==> src/rtl/bg_pkg.sv <==
// Shared types and geometry for the background index-RAM region writer.
package bg_pkg;

    localparam int RESHAPE_LENGTH = 320;
    localparam int RESHAPE_HEIGHT = 240;
    localparam int ADDR_W         = 19;
    localparam logic [3:0] TRANSPARENT_INDEX = 4'h0;

    typedef logic [3:0] palette_idx_t;

    typedef struct packed {
        logic [8:0] x;
        logic [7:0] y;
        logic [8:0] w;
        logic [7:0] h;
    } region_t;

    typedef enum logic [2:0] {
        IDLE,
        CHECK,
        WAIT_BLANK,
        WRITE,
        DONE
    } bg_wr_state_t;

    // 10-bit sums so a right/bottom edge past the image cannot wrap back in range.
    function automatic logic region_bad(input region_t r);
        logic [9:0] xe;
        logic [9:0] ye;
        xe = {1'b0, r.x} + {1'b0, r.w};
        ye = {2'b0, r.y} + {2'b0, r.h};
        return (r.w == 9'd0) || (r.h == 8'd0) ||
               (xe > 10'(RESHAPE_LENGTH)) || (ye > 10'(RESHAPE_HEIGHT));
    endfunction

endpackage

==> src/rtl/bg_region_addr_gen.sv <==
// Column/row walker for a rectangular region; produces the RAM address of the
// current pixel and flags the final pixel of the region.
module bg_region_addr_gen
    import bg_pkg::*;
(
    input  logic              clk,
    input  logic              rst,
    input  logic              load,
    input  logic              step,
    input  region_t           region,
    output logic [ADDR_W-1:0] addr,
    output logic              last
);

    logic [8:0]        col_q, col_d;
    logic [7:0]        row_q, row_d;
    logic [ADDR_W-1:0] row_base_q, row_base_d;
    logic [ADDR_W-1:0] y_ext;
    logic              col_end, row_end;

    assign y_ext   = ADDR_W'(region.y);
    assign col_end = (col_q == region.w - 9'd1);
    assign row_end = (row_q == region.h - 8'd1);
    assign addr    = row_base_q + ADDR_W'(col_q);
    assign last    = col_end && row_end;

    always_comb begin
        col_d      = col_q;
        row_d      = row_q;
        row_base_d = row_base_q;
        if (load) begin
            col_d      = 9'd0;
            row_d      = 8'd0;
            // y*320 as (y<<8)+(y<<6), avoiding a multiplier
            row_base_d = (y_ext << 8) + (y_ext << 6) + ADDR_W'(region.x);
        end else if (step) begin
            if (col_end) begin
                col_d      = 9'd0;
                row_d      = row_q + 8'd1;
                row_base_d = row_base_q + ADDR_W'(RESHAPE_LENGTH);
            end else begin
                col_d = col_q + 9'd1;
            end
        end
    end

    always_ff @(posedge clk) begin
        if (rst) begin
            col_q      <= '0;
            row_q      <= '0;
            row_base_q <= '0;
        end else begin
            col_q      <= col_d;
            row_q      <= row_d;
            row_base_q <= row_base_d;
        end
    end

endmodule

==> src/rtl/bg_region_writer.sv <==
// Streams palette indices into a rectangle of the 320x240 index RAM during blank.
// Optional BG_REGION_TRANSPARENT_SKIP_EN: transparent pixels advance but are not written.
module bg_region_writer
    import bg_pkg::*;
(
    input  logic              Clk,
    input  logic              Reset,
    input  logic              start,
    input  logic [8:0]        rect_x,
    input  logic [7:0]        rect_y,
    input  logic [8:0]        rect_w,
    input  logic [7:0]        rect_h,
    input  logic              blank,
    input  logic [3:0]        pix_data,
    input  logic              pix_valid,
    output logic              pix_ready,
    output logic              wr_en,
    output logic [ADDR_W-1:0] wr_address,
    output logic [3:0]        wr_data,
    output logic              busy,
    output logic              done,
    output logic              err
);

    bg_wr_state_t      state_q, state_d;
    region_t           region_q;
    logic              wr_en_q, err_q;
    logic [ADDR_W-1:0] wr_address_q;
    palette_idx_t      wr_data_q;
    logic              accept, skip_px, last_px;
    logic [ADDR_W-1:0] gen_addr;

    assign pix_ready  = (state_q == WRITE) && blank;
    assign accept     = pix_valid && pix_ready;
    assign busy       = (state_q != IDLE);
    assign done       = (state_q == DONE);
    assign err        = err_q;
    assign wr_en      = wr_en_q;
    assign wr_address = wr_address_q;
    assign wr_data    = wr_data_q;

`ifdef BG_REGION_TRANSPARENT_SKIP_EN
    assign skip_px = (pix_data == TRANSPARENT_INDEX);
`else
    assign skip_px = 1'b0;
`endif

    bg_region_addr_gen u_addr_gen (
        .clk    (Clk),
        .rst    (Reset),
        .load   (state_q == CHECK),
        .step   (accept),
        .region (region_q),
        .addr   (gen_addr),
        .last   (last_px)
    );

    always_comb begin
        state_d = state_q;
        case (state_q)
            IDLE:       if (start) state_d = CHECK;
            CHECK:      state_d = region_bad(region_q) ? IDLE : WAIT_BLANK;
            WAIT_BLANK: if (blank) state_d = WRITE;
            WRITE:      if (accept && last_px) state_d = DONE;
            DONE:       state_d = IDLE;
            default:    state_d = IDLE;
        endcase
    end

    always_ff @(posedge Clk) begin
        if (Reset) begin
            state_q      <= IDLE;
            region_q     <= '0;
            wr_en_q      <= 1'b0;
            wr_address_q <= '0;
            wr_data_q    <= '0;
            err_q        <= 1'b0;
        end else begin
            state_q <= state_d;
            if (state_q == IDLE && start)
                region_q <= '{x: rect_x, y: rect_y, w: rect_w, h: rect_h};
            wr_en_q <= accept && !skip_px;
            if (accept) begin
                wr_address_q <= gen_addr;
                wr_data_q    <= pix_data;
            end
            err_q <= (state_q == CHECK) && region_bad(region_q);
        end
    end

endmodule

==> config.mk <==
export PLATFORM = sky130hd
export DESIGN_NAME = bg_region_writer
export DESIGN_NICKNAME = d
export VERILOG_FILES = /design/src/rtl/bg_pkg.sv /design/src/rtl/bg_region_addr_gen.sv /design/src/rtl/bg_region_writer.sv
export SDC_FILE = /design/constraint.sdc
export NUM_CORES = 1
export LEC_CHECK = 0
export ABC_CLOCK_PERIOD_IN_PS = 3300
export CORE_MARGIN = 1
export CORE_UTILIZATION = 40
export CTS_CLUSTER_DIAMETER = 80
export DETAILED_ROUTE_END_ITERATION = 10
export SLEW_MARGIN = 20
export SYNTH_ARGS = -nofsm -noshare
export SYNTH_HDL_FRONTEND = slang
export SYNTH_SLANG_ARGS = --single-unit
==> constraint.sdc <==
create_clock -name Clk -period 3.3 [get_ports Clk]
set_clock_uncertainty 0.2 [all_clocks]
set_input_delay 0.33 -clock Clk [delete_from_list [all_inputs] [get_ports Clk]]
set_output_delay 0.33 -clock Clk [all_outputs]
set_load 0.005 [all_outputs]
==> summary.json <==
{
  "largest_area_contributor_in_the_synthesized_netlist": {"value": "sky130_fd_sc_hd__dfxtp_1"},
  "place.port_buffers": {"value": 70},
  "r2r_setup_slack": {"value": 250, "unit": "ps"},
  "drc": {"value": 8},
  "synth-main-ff-cell": {"value": "sky130_fd_sc_hd__dfxtp_1"},
  "yosys_register_bits": {"value": 98},
  "rows": {"value": 44},
  "highest_clock_frequency_the_design_can_meet": {"value": 0.328, "unit": "GHz"},
  "worst-endpoint-required": {"value": 3340, "unit": "ps"},
  "final_critical_path_setup_slack": {"value": 252, "unit": "ps"},
  "post-place-ws": {"value": 291, "unit": "ps"},
  "synth_warnings": {"value": 0},
  "outcome": {"value": "finished, violations left"},
  "gr-usage-met3": {"value": 4.11, "unit": "%"},
  "crit_path_cell_trace": {"value": "ha_1 -> inv_1 -> fa_1 -> nand2b_1 -> a21oi_1 -> o22a_1 -> xor2_1 -> a2111oi_0 -> or4_1 -> o2bb2ai_1"},
  "total_clock_buffers_created_by_cts": {"value": 9},
  "timing.critical_path.to_type": {"value": "flop"},
  "async_reset_ff_share": {"value": 0, "unit": "%"},
  "syn_area": {"value": 0.00607, "unit": "mm²"},
  "post_route_setup_tns": {"value": 0, "unit": "ps"},
  "clkLatencyLatePin": {"value": 350, "unit": "ps"},
  "p_leak": {"value": 0.00273, "unit": "µW"},
  "hp-class": {"value": "flop to flop"},
  "tritoncts_num_sinks": {"value": 98},
  "antenna_violating_nets_post_route": {"value": 0},
  "seq_total_area_yosys": {"value": 32.3, "unit": "%"},
  "drt-pass1-iter-count": {"value": 9},
  "final-setup-viol-count": {"value": 0},
  "reg2reg_depth": {"value": 10},
  "fp.dieW": {"value": 125, "unit": "µm"},
  "hold_path_depth": {"value": 2},
  "antenna_cells_inserted": {"value": 0},
  "final_max_slew_viol_count": {"value": 0},
  "via_count": {"value": 5565},
  "globalRouteTotalUtil": {"value": 20.7, "unit": "%"},
  "netlist_top_cells_area": {"value": "sky130_fd_sc_hd__dfxtp_1, sky130_fd_sc_hd__ha_1, sky130_fd_sc_hd__nand2_1, sky130_fd_sc_hd__a21oi_1, sky130_fd_sc_hd__xnor2_1"},
  "route.detailed.vias_per_inst": {"value": 5.53},
  "drt_iter0_markers": {"value": 383},
  "synth_area_per_cell": {"value": 7.97, "unit": "µm²"},
  "critPathMaxStageDelay": {"value": 620, "unit": "ps"},
  "fin_nets": {"value": 905},
  "initial_core_util": {"value": 41.3, "unit": "%"},
  "path_depth": {"value": 10},
  "setup.worst_path.start_class": {"value": "flop"},
  "slew_headroom": {"value": 58.7, "unit": "%"},
  "cts_max_path_buffers": {"value": 2},
  "drt-total-wl": {"value": 15600, "unit": "µm"},
  "tritoncts": {"value": "done"},
  "period_minus_slack": {"value": 3050, "unit": "ps"},
  "synth-edff-count": {"value": 0},
  "vdd_drop_max": {"value": 0.287, "unit": "mV"},
  "synth_cell_types": {"value": 63},
  "layout-drive-gt1-share": {"value": 4.50, "unit": "%"},
  "global_route.usage.met2": {"value": 37.0, "unit": "%"},
  "core_area": {"value": 0.0147, "unit": "mm²"},
  "clk_root_buffer_cell": {"value": "sky130_fd_sc_hd__clkbuf_16"},
  "rsz0062_at_grt": {"value": "false"},
  "grt_util_met1": {"value": 25.5, "unit": "%"},
  "max_slew.worst_pin.slew": {"value": 612, "unit": "ps"},
  "grt_pass1_vias": {"value": 5471},
  "wire_per_inst": {"value": 15.5, "unit": "µm"},
  "report.final.hold_viol_count": {"value": 0},
  "arrival_time_at_the_worst_endpoint": {"value": 3090, "unit": "ps"},
  "worst_hold_path.endpoint": {"value": "wr_address[5]"},
  "postCtsSetupBuffers": {"value": 0},
  "number_of_maximum_capacitance_constraint_violations": {"value": 0},
  "gp_congestion": {"value": 0.819},
  "syn-num-nets": {"value": 850},
  "failed_checks": {"value": "DRC"},
  "post_synth_inst_count": {"value": 762},
  "crit_slowest_cell": {"value": "sky130_fd_sc_hd__or4_1"},
  "timing.rr.start": {"value": "region_q[8]"},
  "timing_worst_setup_path_type": {"value": "flop to flop"},
  "pin_count_of_the_biggest_net_entering_global_routing": {"value": 51},
  "grt_pass1_wl": {"value": 26300, "unit": "µm"},
  "largest_fanout_on_the_critical_path": {"value": 7},
  "grt.overflow.total": {"value": 0},
  "ctsResizeCount": {"value": 0},
  "area_delta_synth_final": {"value": 18.9, "unit": "%"},
  "worst_r2r_endpoint": {"value": "state_q[1]"},
  "cp_num_buf_inv": {"value": 1},
  "antenna_found_initial": {"value": 0},
  "die-area": {"value": 0.0157, "unit": "mm²"},
  "busiest_layer": {"value": "met2"},
  "cts_max_level": {"value": 3},
  "final_min_period_over_clock_period": {"value": 92.4, "unit": "%"},
  "synth.top_cell.area_share": {"value": 32.3, "unit": "%"},
  "post_cts_hold_buffer_count": {"value": 0},
  "worst_hold_startpoint": {"value": "wr_address[5]"},
  "cellPowerDensity": {"value": 451, "unit": "mW/mm²"},
  "dpl.hpwl": {"value": 11900, "unit": "µm"},
  "critical-path-top-delay-family": {"value": "simple AND/OR/NAND/NOR gates"},
  "clk_transition_reported_paths": {"value": 70, "unit": "ps"},
  "num_io_pins": {"value": 71},
  "die_h": {"value": 125, "unit": "µm"}
}
-- cells in the final DEF (no fill, tap or decap), types with 3 or more instances in the layout --
cell type | Yosys | layout
sky130_fd_sc_hd__nor3_1 | 15 | 15
sky130_fd_sc_hd__dfxtp_1 | 98 | 98
sky130_fd_sc_hd__buf_4 | 3 | 8
sky130_fd_sc_hd__clkbuf_1 | 28 | 3
sky130_fd_sc_hd__nand4_1 | 5 | 5
sky130_fd_sc_hd__nor2_1 | 58 | 58
sky130_fd_sc_hd__xnor2_1 | 48 | 48
sky130_fd_sc_hd__nand2b_1 | 6 | 6
sky130_fd_sc_hd__a31oi_1 | 4 | 4
sky130_fd_sc_hd__ha_1 | 40 | 40
sky130_fd_sc_hd__a211oi_1 | 21 | 21
sky130_fd_sc_hd__fa_1 | 5 | 5
sky130_fd_sc_hd__a21oi_1 | 84 | 84
sky130_fd_sc_hd__or4_1 | 4 | 4
sky130_fd_sc_hd__and2_1 | 6 | 6
sky130_fd_sc_hd__clkbuf_16 | 0 | 9
sky130_fd_sc_hd__a21o_1 | 8 | 8
sky130_fd_sc_hd__o21ai_0 | 18 | 18
sky130_fd_sc_hd__a311oi_1 | 4 | 4
sky130_fd_sc_hd__inv_1 | 27 | 27
sky130_fd_sc_hd__clkdlybuf4s50_1 | 0 | 69
sky130_fd_sc_hd__o21bai_1 | 3 | 3
sky130_fd_sc_hd__a211o_1 | 3 | 3
sky130_fd_sc_hd__or3_1 | 11 | 11
sky130_fd_sc_hd__nand2_1 | 130 | 130
sky130_fd_sc_hd__o211ai_1 | 8 | 8
sky130_fd_sc_hd__nor4_1 | 9 | 9
sky130_fd_sc_hd__o31ai_1 | 4 | 4
sky130_fd_sc_hd__nand3_1 | 14 | 14
sky130_fd_sc_hd__o2111ai_1 | 4 | 4
sky130_fd_sc_hd__nor3b_1 | 5 | 4
sky130_fd_sc_hd__and3_1 | 6 | 6
sky130_fd_sc_hd__mux2i_1 | 3 | 3
sky130_fd_sc_hd__o21ai_1 | 5 | 5
sky130_fd_sc_hd__a221oi_1 | 3 | 3
sky130_fd_sc_hd__xor2_1 | 18 | 18
sky130_fd_sc_hd__nor2b_1 | 6 | 6
sky130_fd_sc_hd__o21a_1 | 11 | 11
-- cell type report --
class	instances	area [µm²]
clock buffers	14	264
clock inverters	2	35.0
fillers	1411	7480
inverters	27	101
multi-input cells	603	3870
flip-flops and latches	98	1960
well taps	184	230
repair buffers	78	756
-- worst register-to-register path, cell delays in order, from the launching register on --
cell and delay (ps):
sky130_fd_sc_hd__dfxtp_1 450, sky130_fd_sc_hd__ha_1 220, sky130_fd_sc_hd__inv_1 60, sky130_fd_sc_hd__fa_1 380, sky130_fd_sc_hd__nand2b_1 180, sky130_fd_sc_hd__a21oi_1 130
sky130_fd_sc_hd__o22a_1 190, sky130_fd_sc_hd__xor2_1 210, sky130_fd_sc_hd__a2111oi_0 140, sky130_fd_sc_hd__or4_1 620, sky130_fd_sc_hd__o2bb2ai_1 160
-- layer usage --
metal  wire (µm)  vias up  share of wire, %
met5           0        -                 0
met4         211        0               1.4
met3         520       13               3.3
met2        7720       92                49
met1        7150     2646                46
li1            -     2814                 -
-- worst max path at each step --
stage | from | to | slack, ps
after floorplan | region_q[8] | state_q[1] | 580
after global placement | region_q[8] | state_q[1] | 380
after detailed placement | region_q[8] | state_q[1] | 290
after CTS | region_q[8] | state_q[1] | 280
after global routing | region_q[8] | u_addr_gen.row_base_q[17] | 80
final | region_q[8] | state_q[1] | 250
-- metrics by stage --
stage / hold WS [ps] / util [%] / cells / power, µW / cell area (µm²)
global route: 278 / 49.1 / 1006 / 3450 / 7220
finish: 254 / 49.1 / 1006 / 3250 / 7220
global placement: 242 / 47.1 / 990 / 2180 / 6920
CTS: 256 / 49.1 / 1006 / 3290 / 7220
floorplan: 241 / - / 762 / 1950 / 6070
detailed placement: 246 / 47.1 / 990 / 2200 / 6920
-- logic make-up after synthesis --
kind of cell / after synthesis / synth area share (%)
adders and majority gates: 45 / 9.89
muxes: 3 / 0.494
DFF: 98 / 32.3
and+or+nand+nor: 292 / 23.1
xor gates and xnor gates: 66 / 9.52
buffers and inverters: 61 / 4.02
AOI/OAI and AO/OA: 197 / 20.7
-- registers in the layout, indices dropped and copies added, names as in the netlist --
register / flops
region_q: 34
u_addr_gen.col_q: 9
wr_en: 1
u_addr_gen.row_base_q: 19
wr_address: 19
err: 1
wr_data: 4
state_q: 3
u_addr_gen.row_q: 8
-- cells in the mapped netlist (6+ instances only) --
master and number:
sky130_fd_sc_hd__nor3_1 15, sky130_fd_sc_hd__nand2_1 130, sky130_fd_sc_hd__nand2b_1 6, sky130_fd_sc_hd__dfxtp_1 98, sky130_fd_sc_hd__xnor2_1 48, sky130_fd_sc_hd__nand3_1 14, sky130_fd_sc_hd__or3_1 11, sky130_fd_sc_hd__nor4_1 9
sky130_fd_sc_hd__clkbuf_1 28, sky130_fd_sc_hd__and2_1 6, sky130_fd_sc_hd__o211ai_1 8, sky130_fd_sc_hd__nor2b_1 6, sky130_fd_sc_hd__ha_1 40, sky130_fd_sc_hd__o21a_1 11, sky130_fd_sc_hd__xor2_1 18, sky130_fd_sc_hd__o21ai_0 18
sky130_fd_sc_hd__nor2_1 58, sky130_fd_sc_hd__inv_1 27, sky130_fd_sc_hd__a21o_1 8, sky130_fd_sc_hd__and3_1 6, sky130_fd_sc_hd__a211oi_1 21, sky130_fd_sc_hd__a21oi_1 84
-- power breakdown --
part	total (µW)	switching, µW	internal, µW
Clock	1080	448	629
Combinational	791	439	352
Sequential	1380	126	1260
Note: power is estimated with default switching activity, not from simulation.
